$ cat config.mk
export PLATFORM = sky130hd
export DESIGN_NAME = muldiv_unit_flat
export DESIGN_NICKNAME = d
export VERILOG_FILES = /design/src/rtl/muldiv_unit_if.sv /design/src/rtl/muldiv_unit.sv /design/src/flat_wrapper.sv
export SDC_FILE = /design/constraint.sdc
export NUM_CORES = 1
export LEC_CHECK = 0
export CORE_MARGIN = 4
export CORE_UTILIZATION = 50
export CTS_BUF_LIST = sky130_fd_sc_hd__clkbuf_8
export CTS_CLUSTER_DIAMETER = 150
export CTS_CLUSTER_SIZE = 40
export DETAILED_ROUTE_END_ITERATION = 8
export MAX_ROUTING_LAYER = met4
export PLACE_DENSITY_LB_ADDON = 0.12
export SLEW_MARGIN = 20
export SYNTH_ARGS = -nofsm -noshare
export SYNTH_HDL_FRONTEND = slang
export SYNTH_SLANG_ARGS = --single-unit
$ cat constraint.sdc
create_clock -name clk -period 3.45 [get_ports clk]
set_clock_uncertainty 0.1 [all_clocks]
set_input_delay 0.8625 -clock clk [delete_from_list [all_inputs] [get_ports clk]]
set_output_delay 0.8625 -clock clk [all_outputs]
set_load 0.005 [all_outputs]
$ cat src/rtl/muldiv_unit_if.sv
// Execute-stage multiply/divide request and result bundle.
// The master side is the pipeline (issues requests, reads HI/LO). The slave side is the unit.
interface muldiv_unit_if #(
  parameter int DATA_WIDTH = 32
);
  logic                  StartE;
  logic [1:0]            MulDivOpE;
  logic [DATA_WIDTH-1:0] SrcAE;
  logic [DATA_WIDTH-1:0] SrcBE;
  logic                  FlushE;
  logic                  BusyE;
  logic                  DoneE;
  logic [DATA_WIDTH-1:0] HiOut;
  logic [DATA_WIDTH-1:0] LoOut;

  modport master (
    output StartE, MulDivOpE, SrcAE, SrcBE, FlushE,
    input  BusyE, DoneE, HiOut, LoOut
  );

  modport slave (
    input  StartE, MulDivOpE, SrcAE, SrcBE, FlushE,
    output BusyE, DoneE, HiOut, LoOut
  );
endinterface

$ cat src/rtl/muldiv_unit.sv
// Iterative unsigned MULTU/DIVU unit that owns the architectural HI/LO registers.
// It retires one bit per cycle. HI/LO are written only on completion, so partial
// accumulator and remainder values never reach the MFHI/MFLO path.
module muldiv_unit #(
  parameter int DATA_WIDTH = 32
) (
  input  logic          clk,
  input  logic          rst,
  muldiv_unit_if.slave  bus
);
  localparam int W     = DATA_WIDTH;
  localparam int CNT_W = (W > 1) ? $clog2(W) : 1;
  localparam logic [CNT_W-1:0] CNT_LAST = CNT_W'(W - 1);

  localparam logic [1:0] OP_MULTU = 2'b00;
  localparam logic [1:0] OP_DIVU  = 2'b01;
  localparam logic [1:0] OP_MTHI  = 2'b10;
  localparam logic [1:0] OP_MTLO  = 2'b11;

  typedef enum logic [1:0] {
    IDLE = 2'b00,
    MUL  = 2'b01,
    DIV  = 2'b10
  } state_t;

  state_t           state, stateNext;
  logic [CNT_W-1:0] cnt;
  // MUL: opA = multiplicand, opB = multiplier, shifted right each step.
  // DIV: opA = dividend, which turns into the quotient, opB = divisor.
  logic [W-1:0]     opA, opB, rem;
  logic [2*W:0]     acc;          // includes the extra carry bit
  logic [W-1:0]     hiReg, loReg;
  logic             busyReg, doneReg;

  logic [W:0]       mulSum;
  logic [2*W:0]     accNext;
  logic [W:0]       divTrial;
  logic [W-1:0]     divDiff, remNext, quoNext;
  logic             divGe, lastIter;
  logic             busyNext, doneNext;
  logic [W-1:0]     hiNext, loNext;

  // One shift-add multiply step and one restoring divide step, evaluated every cycle
  always_comb begin
    if (opB[0]) begin
      mulSum = acc[2*W:W] + {1'b0, opA};
    end else begin
      mulSum = acc[2*W:W];
    end
    accNext  = {1'b0, mulSum, acc[W-1:1]};
    divTrial = {rem, opA[W-1]};
    divGe    = (divTrial >= {1'b0, opB});
    // When the trial is at least the divisor, the true difference fits in W bits.
    divDiff  = divTrial[W-1:0] - opB;
    if (divGe) begin
      remNext = divDiff;
    end else begin
      remNext = divTrial[W-1:0];
    end
    quoNext  = {opA[W-2:0], divGe};
    lastIter = (cnt == CNT_LAST);
  end

  // State register
  always_ff @(posedge clk) begin
    if (rst) begin
      state <= IDLE;
    end else begin
      state <= stateNext;
    end
  end

  // Next-state: start decode in IDLE, terminal count or flush while iterating
  always_comb begin
    stateNext = state;
    case (state)
      IDLE: begin
        if (bus.FlushE || !bus.StartE) begin
          stateNext = IDLE;
        end else if (bus.MulDivOpE == OP_MULTU) begin
          stateNext = MUL;
        end else if (bus.MulDivOpE == OP_DIVU) begin
          stateNext = DIV;
        end else begin
          stateNext = IDLE;
        end
      end
      MUL, DIV: begin
        if (bus.FlushE || lastIter) begin
          stateNext = IDLE;
        end else begin
          stateNext = state;
        end
      end
      default: stateNext = IDLE;
    endcase
  end

  // Output decode: next Busy/Done and HI/LO write values (flush suppresses writes)
  always_comb begin
    busyNext = (stateNext != IDLE);
    doneNext = 1'b0;
    hiNext   = hiReg;
    loNext   = loReg;
    case (state)
      IDLE: begin
        if (!bus.FlushE && bus.StartE && (bus.MulDivOpE == OP_MTHI)) begin
          hiNext = bus.SrcAE;
        end else if (!bus.FlushE && bus.StartE && (bus.MulDivOpE == OP_MTLO)) begin
          loNext = bus.SrcAE;
        end else begin
          hiNext = hiReg;
        end
      end
      MUL: begin
        if (!bus.FlushE && lastIter) begin
          doneNext = 1'b1;
          hiNext   = accNext[2*W-1:W];
          loNext   = accNext[W-1:0];
        end else begin
          doneNext = 1'b0;
        end
      end
      DIV: begin
        if (!bus.FlushE && lastIter) begin
          doneNext = 1'b1;
          hiNext   = remNext;
          loNext   = quoNext;
        end else begin
          doneNext = 1'b0;
        end
      end
      default: doneNext = 1'b0;
    endcase
  end

  // Datapath, iteration counter and registered outputs
  always_ff @(posedge clk) begin
    if (rst) begin
      cnt     <= '0;
      opA     <= '0;
      opB     <= '0;
      rem     <= '0;
      acc     <= '0;
      hiReg   <= '0;
      loReg   <= '0;
      busyReg <= 1'b0;
      doneReg <= 1'b0;
    end else begin
      busyReg <= busyNext;
      doneReg <= doneNext;
      hiReg   <= hiNext;
      loReg   <= loNext;
      case (state)
        IDLE: begin
          cnt <= '0;
          if (stateNext == MUL) begin
            opA <= bus.SrcAE;
            opB <= bus.SrcBE;
            acc <= '0;
          end else if (stateNext == DIV) begin
            opA <= bus.SrcAE;
            opB <= bus.SrcBE;
            rem <= '0;
          end else begin
            acc <= acc;
          end
        end
        MUL: begin
          acc <= accNext;
          opB <= opB >> 1;
          cnt <= (stateNext == IDLE) ? '0 : cnt + CNT_W'(1);
        end
        DIV: begin
          rem <= remNext;
          opA <= quoNext;
          cnt <= (stateNext == IDLE) ? '0 : cnt + CNT_W'(1);
        end
        default: cnt <= '0;
      endcase
    end
  end

  assign bus.BusyE = busyReg;
  assign bus.DoneE = doneReg;
  assign bus.HiOut = hiReg;
  assign bus.LoOut = loReg;
endmodule

$ cat src/flat_wrapper.sv
// flat-port wrapper written by rule: the top's interface ports become plain ports
module muldiv_unit_flat 
#(
  parameter int DATA_WIDTH = 32
)
  (clk, rst, bus_StartE, bus_MulDivOpE, bus_SrcAE, bus_SrcBE, bus_FlushE, bus_BusyE, bus_DoneE, bus_HiOut, bus_LoOut);
  muldiv_unit_if #(.DATA_WIDTH(DATA_WIDTH)) bus_i ();
  input  logic clk;
  input  logic rst;
  input wire logic [$bits(bus_i.StartE)-1:0] bus_StartE;
  input wire logic [$bits(bus_i.MulDivOpE)-1:0] bus_MulDivOpE;
  input wire logic [$bits(bus_i.SrcAE)-1:0] bus_SrcAE;
  input wire logic [$bits(bus_i.SrcBE)-1:0] bus_SrcBE;
  input wire logic [$bits(bus_i.FlushE)-1:0] bus_FlushE;
  output wire logic [$bits(bus_i.BusyE)-1:0] bus_BusyE;
  output wire logic [$bits(bus_i.DoneE)-1:0] bus_DoneE;
  output wire logic [$bits(bus_i.HiOut)-1:0] bus_HiOut;
  output wire logic [$bits(bus_i.LoOut)-1:0] bus_LoOut;
  assign bus_i.StartE = bus_StartE;
  assign bus_i.MulDivOpE = bus_MulDivOpE;
  assign bus_i.SrcAE = bus_SrcAE;
  assign bus_i.SrcBE = bus_SrcBE;
  assign bus_i.FlushE = bus_FlushE;
  assign bus_BusyE = bus_i.BusyE;
  assign bus_DoneE = bus_i.DoneE;
  assign bus_HiOut = bus_i.HiOut;
  assign bus_LoOut = bus_i.LoOut;
  muldiv_unit #(.DATA_WIDTH(DATA_WIDTH)) u_core (.clk(clk), .rst(rst), .bus(bus_i));
endmodule
==> key figures, run 1 <==
STA
  – Final min period: 3.328 ns
  – Rel. slew slack: between 40 and 50%
  – Endpoints failing hold: 0
  – Worst Setup Slack, final: 0.1220 ns
  – Transition time of the tightest slew-check pin: 0.7624 ns
  – Final setup violation count: 0
  – Peak Freq: about 0.3 GHz
  – Slew Viols, Final: 0
  – RSZ-0062 raised after global routing: yes
  – Fin crit share: just under 100%
  – Fin Setup TNS: 0 ns

Detailed routing
  – Pre-antenna DRT Iters: 6
  – Vias per cell: 6.035
  – WL met1: 22.52 mm
  – Met3 WL: 3.731 mm
  – Post-route ant nets: 0
  – Final WL: 47.10 mm
  – Wire per inst: ~20 um
  – Routed wl met2: 19.49 mm
  – Post-route DRC violation count: 0
  – Vias: 14050
  – 1st-iter DRT viols: 1365
  – Highest metal used: met4

Logic synthesis
  – Mapped Area: ~0.014 mm2
  – Synth area leaders: dfxtp_1 32%, nor2_1 6.5%, a211oi_1 6.1%
  – Register area share after synthesis: between 30% and 40%
  – Yosys cell types: 91
  – Most frequent cell after synthesis: nor2_1
  – Cell count after synthesis: 1807
  – Synth top area share: 32.37%
  – Commonest cells in the netlist: 248 x nor2_1, 232 x dfxtp_1, 166 x nand2_1
  – Post-Syn Nets: 1949
  – YS warnings: 0
  – Leading area contributor after synthesis: dfxtp_1
  – Syn Area/Cell: 7.941 um2
  – Ys async rst share: 0%
  – Post-synth EDFFs: 0
  – Main synth FF type: dfxtp_1
  – Seq cells post-synth: 232

Power and ir drop
  – IR Drop Worst-Case VDD: 384.1 uV
  – P_int: about 3.7 mW
  – Leak: 6.203 nW
  – Clock power share: 20.2%
  – PD cells: 317.8 mW/mm2
  – Sw frac: 31.89%
  – Comb pwr share: 26.8%
  – Sequential Power Share: 53.0%
  – Net Sw Power: 1.720 mW

Cells and area
  – N_diodes: 0
  – Ratio of cells with drive above 1 in the final layout: 10.97%
  – FILL cells: 2608
  – Nets: 2093
  – Synth-to-layout area growth: 18.28%

Floorplan
  – I/O pins: between 100 and 150
  – # rows: 61
  – Starting Density: roughly half
  – Die area: 0.03147 mm2
  – Die width: 177.4 um
  – Die H: 177.4 um
  – Core Region: 0.02801 mm2

Worst hold path
  – Worst hold start: u_core.cnt[0]
  – Worst min path class: reg -> reg
  – Worst Hold Path Cells: 1
  – WHS Endpoint: u_core.cnt[0]

Worst setup path
  – Crit Path Class: reg -> reg
  – CP max stage delay: 0.48 ns
  – CP dominant cell by count: buf_4
  – Nature of the critical path endpoint: register
  – Worst R2R Start: u_core.rem[22]
  – Buffer and inverter count on the worst path: 3
  – Crit path from: u_core.rem[22]
  – RR Endpoint: u_core.bus.HiOut[23]
  – R2r worst-path depth: 13
  – Reg2reg setup slack: 0.12 ns
  – Slowest CP cell: dfxtp_1
  – WP data required: ~3.8 ns
  – Worst EP arrival: 3.70 ns
  – Worst path top cell family by delay: simple AND/OR/NAND/NOR gates
  – Startpoint class of the critical path: register
  – Worst Path Max Fanout: 6
  – Crit-path cells: ha_1 > buf_4 > nand2_1 > nor2_1 > o41ai_1 > o221ai_2 > nor4_4 > nor2_4 > buf_4 > mux2i_1 > buf_4 > nand2b_1 > a311oi_1

Run status
  – Status: completed

Clock tree
  – CTS tree: yes
  – Worst-path clk slew: ~0.24 ns
  – Worst skew pair latency: 0.57 ns
  – Num CTS Buffers: 9
  – # hold bufs at CTS: 0
  – Clock sinks: 232
  – CTS max path bufs: 3
  – H-tree depth: 1
  – Root Buffer: clkbuf_8

Placement
  – RePlAce Congestion: 0.9470
  – Setup slack at placement: 0.07000 ns
  – Final HPWL DP: 35.64 mm
  – I/O Buffers: around 140

GRT
  – Pin count of the biggest net entering global routing: between 80 and 90
  – GRT Util Overall: 29.96%
  – Initial antenna violation count: 0
  – Vias in the first global route: between 10000 and 15000
  – Global-route wire length before repair: 73.55 mm
  – Global route overflow: 0

Flow run
  – Maxcap violations: 0
-- what timing repair did --
action,CTS,global route
pin swaps,0,3
gates resized for setup,1,16
gates cloned,0,0
setup buffers,0,3
setup endpoints to repair,1,34
-- state kept, by name, summed over array words and instances (netlist names) --
register and cells:
u_core.bus.BusyE 1, u_core.opB 32, u_core.bus.LoOut 32, u_core.acc 63
u_core.cnt 5, u_core.bus.DoneE 1, u_core.state 2, u_core.opA 32
u_core.rem 32, u_core.bus.HiOut 32
-- power groups by stage --
stage               logic [mW]  registers (mW)  clock network, mW
finish                    1.45            2.86               1.09
global route              1.57            2.87               1.21
CTS                       1.40            2.85               1.12
detailed placement        1.39            2.91                  0
global placement          1.38            2.90                  0
floorplan                0.838            2.89                  0
-- logic make-up (layout without fill, tap and decap cells) --
kind of cell / after synthesis / in the layout / share of synthesized area (%)
XOR/XNOR: 45 / 45 / 2.747
AO/OA/AOI/OAI: 583 / 583 / 27.74
buffers and inverters: 186 / 329 / 5.153
multiplexers: 98 / 98 / 7.124
flip-flops: 232 / 232 / 32.37
adder cells (fa/ha/maj): 72 / 72 / 6.382
AND/OR/NAND/NOR: 591 / 591 / 18.48
-- cells in the final DEF, fill, tap and decap left out, types with 8 or more instances in the layout --
master,netlist,layout
nand2b_1,11,11
nor2_1,248,248
nor2b_1,12,10
nor3_1,25,24
a31oi_1,8,8
and3_1,14,14
buf_12,0,8
a21oi_1,160,159
dfxtp_1,232,230
nand4_1,12,12
inv_1,58,58
o31ai_1,15,14
o21ai_0,74,72
clkdlybuf4s50_1,0,134
a22oi_1,45,45
a311oi_1,13,13
or3_1,10,10
mux2_2,11,11
buf_4,1,115
a211oi_1,117,117
clkbuf_8,0,9
ha_1,70,66
nand2_1,166,164
nand3_1,55,54
a21o_1,28,28
mux2i_1,80,80
xor2_1,12,12
xnor2_1,33,33
o21a_1,13,12
a2bb2oi_1,9,9
-- per-stage QoR --
step | cells | area (um2) | power (mW) | utilization, % | hold WS (ns)
floorplan | 1807 | 14350 | 3.724 | - | 0.3175
global placement | 2314 | 16730 | 4.284 | 59.74 | 0.3304
detailed placement | 2314 | 16730 | 4.297 | 59.74 | 0.3385
CTS | 2324 | 16870 | 5.370 | 60.21 | 0.3665
global route | 2328 | 16970 | 5.648 | 60.60 | 0.4010
finish | 2328 | 16970 | 5.393 | 60.60 | 0.3644
-- worst max-delay path by stage --
stage | to | slack [ns] | depth (start not counted)
6_report | u_core.bus.HiOut[23] | 0.12 | 13
5_1_grt | u_core.bus.HiOut[26] | -0.03 | 14
4_1_cts | u_core.bus.HiOut[26] | 0.03 | 14
3_5_place_dp | u_core.bus.HiOut[26] | 0.07 | 14
3_3_place_gp | u_core.opA[31] | 0.11 | 9
2_1_floorplan | u_core.bus.HiOut[30] | 0.48 | 12
-- layer usage --
| layer | vias up | GRT usage [%] |
|---|---|---|
| li1 | 6857 | - |
| met4 | 0 | 7.412 |
| met2 | 501 | 42.28 |
| met1 | 6635 | 44.13 |
| met3 | 57 | 5.582 |
| met5 | - | - |
-- area by class of cell --
cell class	instances	area [um2]	area share, %
Timing Repair Buffer	260	2411	14.20
Tap cell	378	473.0	2.786
Clock buffer	9	123.9	0.7298
Multi-Input combinational cell	1389	9089	53.55
Inverter	59	221.5	1.305
Clock inverter	1	8.758	0.05160
Sequential cell	232	4647	27.38
Note: power is estimated with default switching activity, not from simulation.
==> inputs of run 2 (changes only) <==
CORE_MARGIN = 2   (was 4)
==> key figures, run 2 (synthesis gave the netlist of run 1 again) <==
Cells and area
  – Synth-to-layout area growth: 17.45%
  – Nets: 2072 (-1.0%)
  – Fin area: 0.01685 mm2 (-0.71%)
  – Commonest non-fill, non-tap cell in the layout: nor2_1
  – Largest Register: u_core.acc
  – Ratio of cells with drive above 1 in the final layout: 10.01% (-0.97 points)
  – Largest register FFs: 63 (unchanged)
  – Most frequent cells in the layout: 247 x nor2_1, 230 x dfxtp_1, 164 x nand2_1, 158 x a21oi_1, 134 x clkdlybuf4s50_1

Worst setup path
  – Worst Path Max Fanout: 4 (-2)
  – WP data required: 3.87 ns (+0.05 ns)
  – CP max stage delay: 0.40 ns (-0.08 ns)
  – CP endpoint: u_core.bus.HiOut[31]
  – Startpoint class of the critical path: register
  – R2r worst-path depth: 13 (unchanged)
  – RR Endpoint: u_core.bus.HiOut[31]
  – Worst R2R Start: u_core.acc[32]
  – Crit-path cells: ha_1 > fa_1 > a21oi_1 > or3b_1 > a31o_1 > a21oi_2 > o211ai_2 > buf_4 > o211a_1 > nor4b_2 > nor3_1 > buf_4 > a211oi_2
  – Crit Path Class: reg -> reg
  – Nature of the critical path endpoint: register
  – Reg2reg setup slack: 0.1 ns (-0.02 ns)
  – Worst EP arrival: 3.77 ns (+0.07 ns)
  – Crit path from: u_core.acc[32]
  – Slowest CP cell: or3b_1
  – CP dominant cell by count: buf_4

STA
  – Fin Setup TNS: 0 ns (unchanged)
  – Slew Viols, Final: 0 (unchanged)
  – Worst Setup Slack, final: 0.09816 ns (-0.02382 ns)
  – Rel. slew slack: 31.97% (-17 points)
  – Endpoints failing hold: 0 (unchanged)
  – Peak Freq: 0.2983 GHz (-0.71%)
  – Fin crit share: 97.15% (+0.69 points)
  – Final setup violation count: 0 (unchanged)
  – Transition time of the tightest slew-check pin: 1.020 ns (+0.2580 ns)
  – Final min period: 3.352 ns (+0.02382 ns)
  – RSZ-0062 raised after global routing: yes

Floorplan
  – Core Region: 0.02847 mm2 (+1.6%)
  – # rows: 62 (+1.6%)
  – Die H: 173.4 um (-2.3%)
  – I/O pins: 136 (unchanged)
  – Die width: 173.4 um (-2.3%)
  – Starting Density: 50.40% (-0.83 points)
  – Die area: 0.03007 mm2 (-4.5%)

Clock tree
  – Post-cts sizing count: 0 (-1)
  – H-tree depth: 1 (unchanged)
  – Clock sinks: 232 (unchanged)
  – Setup Buffers After CTS: 0 (unchanged)
  – # hold bufs at CTS: 0 (unchanged)
  – Root Buffer: clkbuf_8
  – Num CTS Buffers: 9 (unchanged)
  – Worst skew pair latency: 0.58 ns (about the same)
  – Worst-path clk slew: 0.24 ns (about the same)
  – CTS tree: yes
  – CTS max path bufs: 3 (unchanged)

Worst hold path
  – Worst min path class: reg -> reg

GRT
  – Pin count of the biggest net entering global routing: 101 (+23%)
  – Vias in the first global route: 12930 (-0.15%)
  – Initial antenna violation count: 1 (+1)
  – Global-route wire length before repair: 74.10 mm (+0.75%)
  – Global route overflow: 0 (unchanged)
  – GRT Util Overall: 31.68% (+1.7 points)

Detailed routing
  – Pre-antenna DRT Iters: 5 (-1)
  – Post-route ant nets: 0 (unchanged)
  – Final WL: 47.70 mm (+1.3%)
  – 1st-iter DRT viols: 1275 (-6.6%)
  – Wire per inst: 20.61 um (+1.9%)
  – Vias per cell: 6.034 (about the same)
  – Vias: 13960 (-0.62%)
  – Post-route DRC violation count: 0 (unchanged)

Power and ir drop
  – Design Power: 5.397 mW (about the same)
  – IR Drop Worst-Case VDD: 291.5 uV (-24%)
  – PD cells: 320.2 mW/mm2 (+0.78%)
  – Leak: 6.108 nW (-1.5%)

Placement
  – Setup slack at placement: -0.06631 ns (-0.1363 ns)
  – Final HPWL DP: 36.04 mm (+1.1%)
  – DP Area: 0.01664 mm2 (-0.55%)
  – RePlAce Congestion: 1.004 (+6.0%)
  – I/O Buffers: 135 (unchanged)

Run status
  – Status: completed

Flow run
  – Maxcap violations: 0 (unchanged)
run 2: metrics by stage:
step                utilization [%]  hold WS [ns]  cells
finish                        59.20        0.3725   2314
global route                  59.20        0.3975   2314
CTS                           58.91        0.3714   2313
detailed placement            58.45        0.3402   2303
global placement              58.45        0.3341   2303
floorplan                         -        0.3175   1807
run 2: metal layers:
layer / global-route usage (%) / vias to the layer above / part of all wire (%)
li1: - / 6821 / -
met1: 43.68 / 6586 / 46
met2: 48.67 / 499 / 44
met3: 5.285 / 57 / 7.8
met4: 7.239 / 0 / 2.3
met5: - / - / 0
run 2: worst max-delay path, delay by kind of cell, from the launching register on:
family / cells / cell delay [ns]
DFF: 1 / 0.39
adders and majority gates: 2 / 0.41
and+or+nand+nor: 3 / 0.82
AOI/OAI and AO/OA: 6 / 1.23
buffers and inverters: 2 / 0.34
run 2: worst min-delay path by stage:
stage / endpoint / cells past startpoint / startpoint
finish: u_core.cnt[0] / 1 / u_core.cnt[0]
global route: u_core.bus.HiOut[2] / 2 / u_core.bus.HiOut[2]
CTS: u_core.acc[1] / 2 / u_core.acc[1]
detailed placement: u_core.cnt[0] / 1 / u_core.cnt[0]
global placement: u_core.cnt[0] / 1 / u_core.cnt[0]
floorplan: u_core.cnt[0] / 1 / u_core.cnt[0]
run 2: cell type report:
cell class | instances | area, um2
clock inverter | 1 | 8.758
tap | 384 | 480.5
sequential | 232 | 4647
antenna | 1 | 2.502
clock buffer | 9 | 123.9
timing repair buffer | 239 | 2271
inverter | 59 | 221.5
fill | 2661 | 11620
multi-input combinational | 1389 | 9099
run 2: power breakdown:
group	leakage (nW)	switching [mW]	internal (mW)	total, mW
clock network	0.0692	0.852	0.247	1.10
registers	1.88	0.0837	2.78	2.86
logic	4.16	0.798	0.639	1.44
total	6.11	1.73	3.66	5.40
==> inputs of run 3 (changes only) <==
ABC_AREA = 0   (was default)
==> results of run 3 <==
Final layout, timing and power as in run 2 (identical DEF).
